### src/rtl/display_pkg.sv
// display_pkg: shared types, state encoding and BCD-to-7-segment decode for the display scanner.
`default_nettype none
package display_pkg;

  typedef logic [6:0] seg7_t;

  typedef enum logic [1:0] {
    IDLE = 2'd0,
    ON   = 2'd1,
    GAP  = 2'd2
  } scan_state_e;

  localparam seg7_t SEG_BLANK = 7'b0000000;

  // Segment order {a,b,c,d,e,f,g}; non-decimal nibbles show nothing.
  function automatic seg7_t bcd_to_seg7(input logic [3:0] nibble);
    case (nibble)
      4'd0:    bcd_to_seg7 = 7'b1111110;
      4'd1:    bcd_to_seg7 = 7'b0110000;
      4'd2:    bcd_to_seg7 = 7'b1101101;
      4'd3:    bcd_to_seg7 = 7'b1111001;
      4'd4:    bcd_to_seg7 = 7'b0110011;
      4'd5:    bcd_to_seg7 = 7'b1011011;
      4'd6:    bcd_to_seg7 = 7'b1011111;
      4'd7:    bcd_to_seg7 = 7'b1110000;
      4'd8:    bcd_to_seg7 = 7'b1111111;
      4'd9:    bcd_to_seg7 = 7'b1110011;
      default: bcd_to_seg7 = SEG_BLANK;
    endcase
  endfunction

endpackage
`default_nettype wire

### src/rtl/display_seg7_encoder.sv
// display_seg7_encoder: combinational nibble + blank flag to active-high segment pattern.
`default_nettype none
module display_seg7_encoder
  import display_pkg::*;
(
  input  logic       [3:0] nibble,
  input  logic             blank,
  output logic       [6:0] seg
);

  assign seg = blank ? SEG_BLANK : bcd_to_seg7(nibble);

endmodule
`default_nettype wire

### src/rtl/display_scan_controller.sv
// display_scan_controller: N-digit multiplexed 7-segment scanner, double-buffered BCD input, anti-ghost gap.
// Define DISPLAY_LZ_BLANK_EN to blank leading zeros (mask captured when a new word is swapped in).
`default_nettype none
module display_scan_controller
  import display_pkg::*;
#(
  parameter int NUM_DIGITS     = 4,
  parameter int REFRESH_CYCLES = 10000,
  parameter int GAP_CYCLES     = 16,
  parameter int SEG_ACTIVE_LOW = 0,
  parameter int SEL_ACTIVE_LOW = 0
) (
  input  logic                    clk,
  input  logic                    reset_n,
  input  logic                    enable,
  input  logic                    bcd_valid,
  input  logic [4*NUM_DIGITS-1:0] bcd_code,
  output logic                    bcd_ready,
  output logic [6:0]              segments,
  output logic [NUM_DIGITS-1:0]   display_select,
  output logic                    frame_done
);

  localparam int IDX_W   = $clog2(NUM_DIGITS);
  localparam int CNT_MAX = (REFRESH_CYCLES > GAP_CYCLES) ? REFRESH_CYCLES : GAP_CYCLES;
  localparam int CNT_W   = $clog2(CNT_MAX + 1);

  localparam logic [CNT_W-1:0]      ON_LAST  = CNT_W'(REFRESH_CYCLES - 1);
  localparam logic [CNT_W-1:0]      GAP_LAST = CNT_W'((GAP_CYCLES > 0) ? GAP_CYCLES - 1 : 0);
  localparam logic [IDX_W-1:0]      IDX_LAST = IDX_W'(NUM_DIGITS - 1);
  localparam logic [6:0]            SEG_POL  = (SEG_ACTIVE_LOW != 0) ? 7'h7F : 7'h00;
  localparam logic [NUM_DIGITS-1:0] SEL_POL  = (SEL_ACTIVE_LOW != 0) ? '1 : '0;

  scan_state_e             state, state_nxt;
  logic [IDX_W-1:0]        idx, idx_nxt, idx_inc;
  logic [CNT_W-1:0]        cnt, cnt_nxt;
  logic                    last_digit, boundary;
  logic [4*NUM_DIGITS-1:0] disp, disp_nxt, pending;
  logic                    pend_full, pend_full_nxt, ready_q;
  logic                    accept, swap, blank_bit;
  logic [6:0]              seg_raw, seg_nxt;
  logic [NUM_DIGITS-1:0]   sel_nxt;

  assign last_digit = (idx == IDX_LAST);
  assign idx_inc    = last_digit ? '0 : idx + IDX_W'(1);

  always_comb begin
    state_nxt = state;
    idx_nxt   = idx;
    cnt_nxt   = cnt;
    boundary  = 1'b0;
    if (!enable) begin
      state_nxt = IDLE;
      idx_nxt   = '0;
      cnt_nxt   = '0;
    end else begin
      case (state)
        IDLE: begin
          state_nxt = ON;
          idx_nxt   = '0;
          cnt_nxt   = '0;
        end
        ON: begin
          if (cnt == ON_LAST) begin
            cnt_nxt = '0;
            if (GAP_CYCLES > 0) begin
              state_nxt = GAP;
            end else begin
              idx_nxt  = idx_inc;
              boundary = last_digit;
            end
          end else begin
            cnt_nxt = cnt + CNT_W'(1);
          end
        end
        GAP: begin
          if (cnt == GAP_LAST) begin
            state_nxt = ON;
            cnt_nxt   = '0;
            idx_nxt   = idx_inc;
            boundary  = last_digit;
          end else begin
            cnt_nxt = cnt + CNT_W'(1);
          end
        end
        default: begin
          state_nxt = IDLE;
          idx_nxt   = '0;
          cnt_nxt   = '0;
        end
      endcase
    end
  end

  // ready mirrors an empty pending slot, so accept and swap can never coincide.
  assign accept = bcd_valid && ready_q;
  assign swap   = pend_full && (boundary || (state == IDLE));

  always_comb begin
    pend_full_nxt = pend_full;
    if (accept)    pend_full_nxt = 1'b1;
    else if (swap) pend_full_nxt = 1'b0;
  end

  assign disp_nxt = swap ? pending : disp;

`ifdef DISPLAY_LZ_BLANK_EN
  localparam logic [NUM_DIGITS-1:0] LZ_RESET_MASK = ~(NUM_DIGITS'(1));

  logic [NUM_DIGITS-1:0] mask, mask_nxt;

  // Digit 0 is never blanked, so a zero word still shows a single 0.
  function automatic logic [NUM_DIGITS-1:0] lz_mask(input logic [4*NUM_DIGITS-1:0] code);
    logic lead;
    lz_mask = '0;
    lead    = 1'b1;
    for (int i = NUM_DIGITS - 1; i > 0; i--) begin
      if (code[4*i +: 4] != 4'd0) lead = 1'b0;
      lz_mask[i] = lead;
    end
  endfunction

  assign mask_nxt  = swap ? lz_mask(pending) : mask;
  assign blank_bit = mask_nxt[idx_nxt];

  always_ff @(posedge clk or negedge reset_n) begin
    if (!reset_n) mask <= LZ_RESET_MASK;
    else          mask <= mask_nxt;
  end
`else
  assign blank_bit = 1'b0;
`endif

  display_seg7_encoder u_encoder (
    .nibble (disp_nxt[{idx_nxt, 2'b00} +: 4]),
    .blank  (blank_bit),
    .seg    (seg_raw)
  );

  // Outputs are registered from next-state values so they move together with state/index.
  assign seg_nxt = (state_nxt == ON) ? seg_raw : SEG_BLANK;
  assign sel_nxt = (state_nxt == ON) ? (NUM_DIGITS'(1) << idx_nxt) : '0;

  always_ff @(posedge clk or negedge reset_n) begin
    if (!reset_n) begin
      state          <= IDLE;
      idx            <= '0;
      cnt            <= '0;
      disp           <= '0;
      pending        <= '0;
      pend_full      <= 1'b0;
      ready_q        <= 1'b1;
      segments       <= SEG_BLANK ^ SEG_POL;
      display_select <= SEL_POL;
      frame_done     <= 1'b0;
    end else begin
      state          <= state_nxt;
      idx            <= idx_nxt;
      cnt            <= cnt_nxt;
      disp           <= disp_nxt;
      if (accept) pending <= bcd_code;
      pend_full      <= pend_full_nxt;
      ready_q        <= ~pend_full_nxt;
      segments       <= seg_nxt ^ SEG_POL;
      display_select <= sel_nxt ^ SEL_POL;
      frame_done     <= boundary;
    end
  end

  assign bcd_ready = ready_q;

endmodule
`default_nettype wire
### config.mk
export PLATFORM = sky130hd
export DESIGN_NAME = display_scan_controller
export DESIGN_NICKNAME = d
export VERILOG_FILES = /design/src/rtl/display_pkg.sv /design/src/rtl/display_seg7_encoder.sv /design/src/rtl/display_scan_controller.sv
export SDC_FILE = /design/constraint.sdc
export NUM_CORES = 1
export LEC_CHECK = 0
export CORE_UTILIZATION = 40
export CTS_CLUSTER_SIZE = 40
export DETAILED_ROUTE_END_ITERATION = 10
export PLACE_DENSITY = 0.6
export SKIP_CTS_REPAIR_TIMING = 1
export SLEW_MARGIN = 25
export SYNTH_ARGS = -nofsm -noshare
export SYNTH_HDL_FRONTEND = slang
export SYNTH_SLANG_ARGS = --single-unit
### constraint.sdc
create_clock -name clk -period 4.3 [get_ports clk]
set_input_delay 0.43 -clock clk [delete_from_list [all_inputs] [get_ports clk]]
set_output_delay 0.43 -clock clk [all_outputs]
set_load 0.01 [all_outputs]
Word-level counts from Yosys, hierarchy flattened
Memories as Yosys holds them, arrays and structs flattened. Index checks and enable logic that the tools add are counted.

Add/sub/neg operators: 2. Eq/ne operators: 6. Shift-type cells: 2. Multiplexer cells: 20. Bitwise logic cells: 1. Reduce and logical (&&, ||, !) cells: 4.

Operators with widths (number): 2-to-1 mux 14 bit (3); case mux 14 bit (2 select lines) (1); 2-to-1 mux 16 bit (1); indexed part select 16 x 5 -> 4 bit (1); adder 14 x 1 -> 14 bit (second input constant) (1); equality test 14 bit (second input constant) (1); equality test 14 x 4 -> 1 bit (second input constant) (1); 2-to-1 mux 2 bit (6); 2-to-1 mux 7 bit (1); case mux 2 bit (3 select lines) (1); 2-to-1 mux 1 bit (5); equality test 2 x 1 -> 1 bit (second input constant) (2); equality test 2 bit (second input constant) (2); 2-to-1 mux 4 bit (1); case mux 2 bit (2 select lines) (1); << shifter 1 x 2 -> 4 bit (first input constant) (1); adder 2 x 1 -> 2 bit (second input constant) (1); logical AND 1 bit (2); zero test 2 bit (1); logical OR 1 bit (1); inverter 1 bit (1).

Register bits: 64. Bits in read-only memories: 112. Bits of input ports: 20. Word-level logic and storage cells: 46. Memories: 1.

Memories: (no name shown) (depth 16, bits a word 7, rd ports 1, clocked after memory_dff 0, write ports 0, line display_pkg.sv:17) `case (nibble)`.

Longest topological paths before layout
An unclocked memory read counts as a cell.

Word-level depth: 10. Mapped depth: 13. Depth with buffers taken out: 13.

By module
A second synthesis with hierarchy kept.

Cell total of the unflattened synthesis: 283. Area total of the unflattened synthesis: 3175.5 um^2.

Modules (own cells, without submodules): display_scan_controller (instances 1, cells each 249, area each 2944.1 um^2, sequential area each 1602.8 um^2); display_seg7_encoder (instances 1, cells each 34, area each 231.5 um^2, sequential area each 0.0 um^2).

Least setup slack after synthesis
Ideal clock, no wire load.

Path kind: register to register. Start point: reg state[0]. End point: reg segments[3]. Arrival time: 3.072 ns. Slack: 1.152 ns. Stages on the path, launching flop included: 14. Buffers on the path: 1. Period minus slack after synthesis: 3.148 ns. Cells stage by stage: dfrtp_1 inv_1 ha_1 and3_1 nand3_1 o21ai_4 buf_6 mux2_2 mux2_2 a31oi_1 inv_1 ha_1 mux2_2 o21ai_1.

Cells in the longest elaborated chain, start to end: 9. Elaborated cells between the ends (all ways): 18. Those cells by class: eq/ne (3); shift (1); mux (10); reduce/logical (3); memory (1).

Ends and longest elaborated chain: start, declared (line display_scan_controller.sv:34) `scan_state_e state, state_nxt;`; start signal, assigned (line display_scan_controller.sv:157) `state <= state_nxt;`; equality test 2 bit (line display_scan_controller.sv:57) `case (state)`; 2-to-1 mux 1 bit; 2-to-1 mux 1 bit (line display_scan_controller.sv:52) `if (!enable) begin`; logical OR 1 bit (*) (line display_scan_controller.sv:97) `assign swap = pend_full && (boundary || (state == IDLE));`; logical AND 1 bit (*) (line display_scan_controller.sv:97); 2-to-1 mux 16 bit (*) (line display_scan_controller.sv:105) `assign disp_nxt = swap ? pending : disp;`; named net disp_nxt[8] (line display_scan_controller.sv:38) `logic [4*NUM_DIGITS-1:0] disp, disp_nxt, pending;`; indexed part select 16 x 5 -> 4 bit (*) (line display_scan_controller.sv:135) `.nibble (disp_nxt[{idx_nxt, 2'b00} +: 4]),`; memory (16 x 7 bit) (*); 2-to-1 mux 7 bit (*) (line display_scan_controller.sv:141) `assign seg_nxt = (state_nxt == ON) ? seg_raw : SEG_BLANK;`; named net seg_nxt[3] (line display_scan_controller.sv:41) `logic [6:0] seg_raw, seg_nxt;`; end signal, assigned (line display_scan_controller.sv:153) `segments <= SEG_BLANK ^ SEG_POL;`; end signal, assigned (line display_scan_controller.sv:164) `segments <= seg_nxt ^ SEG_POL;`; end, declared (line display_scan_controller.sv:19) `output logic [6:0] segments,`.

The timed path passes the listed nets; every way through them passes the cells marked *. A chain may end at the register's enable or synchronous reset.

Final worst setup path
Ends and elaborated chain as after synthesis.

==> qor.tcl <==
set qor(cpPeakStageDelay_ps) 420
set qor(critPathArrivalTime_ps) 3680
set qor(vias) 1962
set qor(grt_antenna_before_repair) 0
set qor(power_per_cell_area_mw_per_mm2) 461
set qor(grt_overflow_total) 0
set qor(io_pins) 33
set qor(slew_violations) 0
set qor(top_post_synthesis_cells_by_count) {dfrtp_1 (63), mux2_2 (28), nor2_1 (22)}
set qor(synth.lib_cells_used.distinct) 53
set qor(grt_start_max_net_pins) 52
set qor(synth.avg_cell_area_sq_um) 12.3
set qor(antenna_cells_inserted) 0
set qor(pleak_nw) 1.64
set qor(regArea_sq_mm) 0.00160
set qor(number_of_cells_on_the_critical_path) 12
set qor(layout.filler_cells) 668
set qor(crit-reg2reg-capture) {segments[3]$_DFF_PN0_}
set qor(synth_edf_count) 0
set qor(timing.critical_path.mode_cell) {mux2_2}
set qor(finalWorstPathRequiredPeriod_ps) 3430
set qor(worst-path-buf-inv) 2
set qor(clk_pin_slew_ps) 70
set qor(multi_input_area_sq_mm) 0.00142
set qor(insertion_delay_ps) 340
set qor(achievable-frequency_mhz) 292
set qor(synth_largest_type_area_fraction_pct) 50.6
set qor(drt-vias-per-instance) 4.97
set qor(cp_slowest_cell) {dfrtp_1}
set qor(synth_top_cells_by_area) {dfrtp_1 (51%), mux2_2 (10%), ha_1 (4.4%)}
set qor(fp-row-count) 31
set qor(layout-drive-gt1-share_pct) 24.7
set qor(grt_pass1_wl_microns) 9780
set qor(timing.clock.skew_ps) 12.0
set qor(ys_async_sr_fraction_pct) 100
set qor(min_period_over_period_pct) 79.7
set qor(hold_class) {primary input to asynchronous set/reset pin}
set qor(yosysSeqAreaShare_pct) 51.4
set qor(layout-area-overhead-vs-synth_pct) 19.2
set qor(drcViolationCount) 0
set qor(yosys_most_used_dff) {dfrtp_1}
set qor(drt-initial-drc-count) 94
set qor(rsz0062_at_grt) {no}
set qor(cts_root_buffer) {clkbuf_8}
set qor(critPathTopFamily) {multiplexers}
set qor(r2r_start) {state[0]$_DFF_PN0_}
set qor(tritoncts) {done}
set qor(cap_violations) 0
set qor(floorplan.initialDensity_pct) 42.1
set qor(synth.most_common_cell) {dfrtp_1}
set qor(cts_inserted_buffers) 9
set qor(postRouteAntennaNets) 0
set qor(synth-seq-cells) 64
set qor(fp.dieH_microns) 90.3
set qor(timing.critical_path.cells) {inv_1, ha_1, and3_1, nand3_1, o21ai_4, mux2_2, mux2_2, a31oi_1, inv_1, ha_1, mux2_2, o21ai_1}
set qor(finalSetupTns_ps) 0
set qor(timing_hold_violations_final) 13
set qor(reg2reg_depth) 12
set qor(finalSetupViolations) 0
set qor(grt_use_total_pct) 15.6
set qor(total_clock_sinks) 64
set qor(run_status) {finished with violations}
set qor(failed_checks) {negative hold slack}
set qor(dp.final_hpwl_microns) 4040
set qor(core_area_sq_mm) 0.00741
set qor(die_width_microns) 90.3
set qor(cp.required_ps) 4550
set qor(drt_pass1_iterations) 4
set qor(detail_route.wirelength_microns) 5670
set qor(nets_finish) 323
set qor(synth.cell_area_sq_mm) 0.00312
set qor(synth.largest_area_cell) {dfrtp_1}
set qor(first_element_of_the_critical_path) {state[0]$_DFF_PN0_}
set qor(fin_worst_hold_slack_ps) -10.9
set qor(end_point_of_the_critical_path) {segments[3]$_DFF_PN0_}
set qor(totalPowerFinal_mw) 1.71
set qor(worst_slew_margin_rel_pct) 52.3
set qor(ff2ff_setup_slack_ps) 870
set qor(fin_util_pct) 50.2
set qor(numPortBuffers) 32
set qor(detail_route.wl_per_cell_microns) 14.4
set qor(first_global_vias) 1944
set qor(synthesis.yosys.warnings) 0
set qor(critical_path.endpoint_type) {flip-flop}
set qor(cts_buffer_depth) 2
set qor(die-area_sq_mm) 0.00815
set qor(cp-start-kind) {flip-flop}
set qor(vdd_ir_drop_max_v) 0.000212
set qor(syn-instance-count) 254
set qor(worst-slew-pin-transition_ps) 714
set qor(path_class) {flip-flop to flip-flop}
set qor(syn_nets) 285
set qor(crit_path_max_fanout) 10
set qor(gp_congestion) 0.761
set qor(cts-htree-levels) 3
==> layer usage <==
layer,part of all wire [%],GRT usage (%)
met1,51,22.5
met4,1.7,8.06
met5,0,0
met3,2.5,3.20
met2,45,22.0
==> state kept, by name, indices dropped and copies added, names as in the netlist, 2 cells and up <==
register / count
cnt: 14
idx: 2
pending: 16
display_select: 4
disp: 16
state: 2
segments: 7
==> how the worst min path moves through the flow <==
stage / startpoint / end / slack (ps)
final: reset_n / cnt[4]$_DFF_PN0_ / -10
after floorplan: reset_n / cnt[0]$_DFF_PN0_ / 130
after CTS: reset_n / cnt[6]$_DFF_PN0_ / -10
after detailed placement: reset_n / cnt[0]$_DFF_PN0_ / 360
after global routing: reset_n / cnt[4]$_DFF_PN0_ / 7
after global placement: reset_n / cnt[0]$_DFF_PN0_ / 350
==> per-stage QoR <==
stage | cells | area (sq um) | worst slack, ps
5_1_grt | 395 | 3720 | 607
6_report | 395 | 3720 | 872
3_5_place_dp | 380 | 3530 | 783
4_1_cts | 395 | 3720 | 832
3_3_place_gp | 380 | 3530 | 879
2_1_floorplan | 254 | 3120 | 1150
==> final cells by class <==
cell class,instances,area share (%)
repair buffers,34,8.89
clock buffers,11,3.80
multi-input cells,170,38.3
well taps,99,3.33
clock inverters,4,1.21
inverters,13,1.31
flip-flops and latches,64,43.1
==> worst reg2reg max path, cell delays in order (launching register included) <==
cell and delay (ps):
dfrtp_1 420, inv_1 120, ha_1 350, and3_1 210, nand3_1 110, o21ai_4 360
mux2_2 400, mux2_2 260, a31oi_1 390, inv_1 130, ha_1 230, mux2_2 260
o21ai_1 140
==> report_power, final <==
group | internal (mW) | switching (mW)
sequential | 0.723 | 0.0434
clock | 0.278 | 0.223
combinational | 0.252 | 0.193
total | 1.25 | 0.460
==> logic make-up (layout without fill, tap and decap cells) <==
kind of cell	after synthesis	after routing	share of synthesized area [%]
simple gates	75	75	13.8
xor+xnor	12	12	3.37
compound gates	29	29	7.54
flops	64	64	51.4
mux	43	43	16.5
fa+ha+maj	11	11	4.41
buf+inv	20	62	2.93
==> placed cells by master (no fill, tap or decap), types with 5 or more instances in the layout <==
| cell | n |
|---|---|
| dfrtp_1 | 63 |
| xnor2_1 | 5 |
| clkbuf_8 | 10 |
| nor2_1 | 22 |
| mux2_2 | 28 |
| xor2_1 | 7 |
| ha_1 | 11 |
| nand2_1 | 12 |
| o21ai_1 | 5 |
| mux2_4 | 9 |
| inv_1 | 12 |
| nand3_1 | 9 |
| clkdlybuf4s50_1 | 31 |
| nor3_1 | 5 |
No activity file was read; power rests on OpenSTA's default activity.
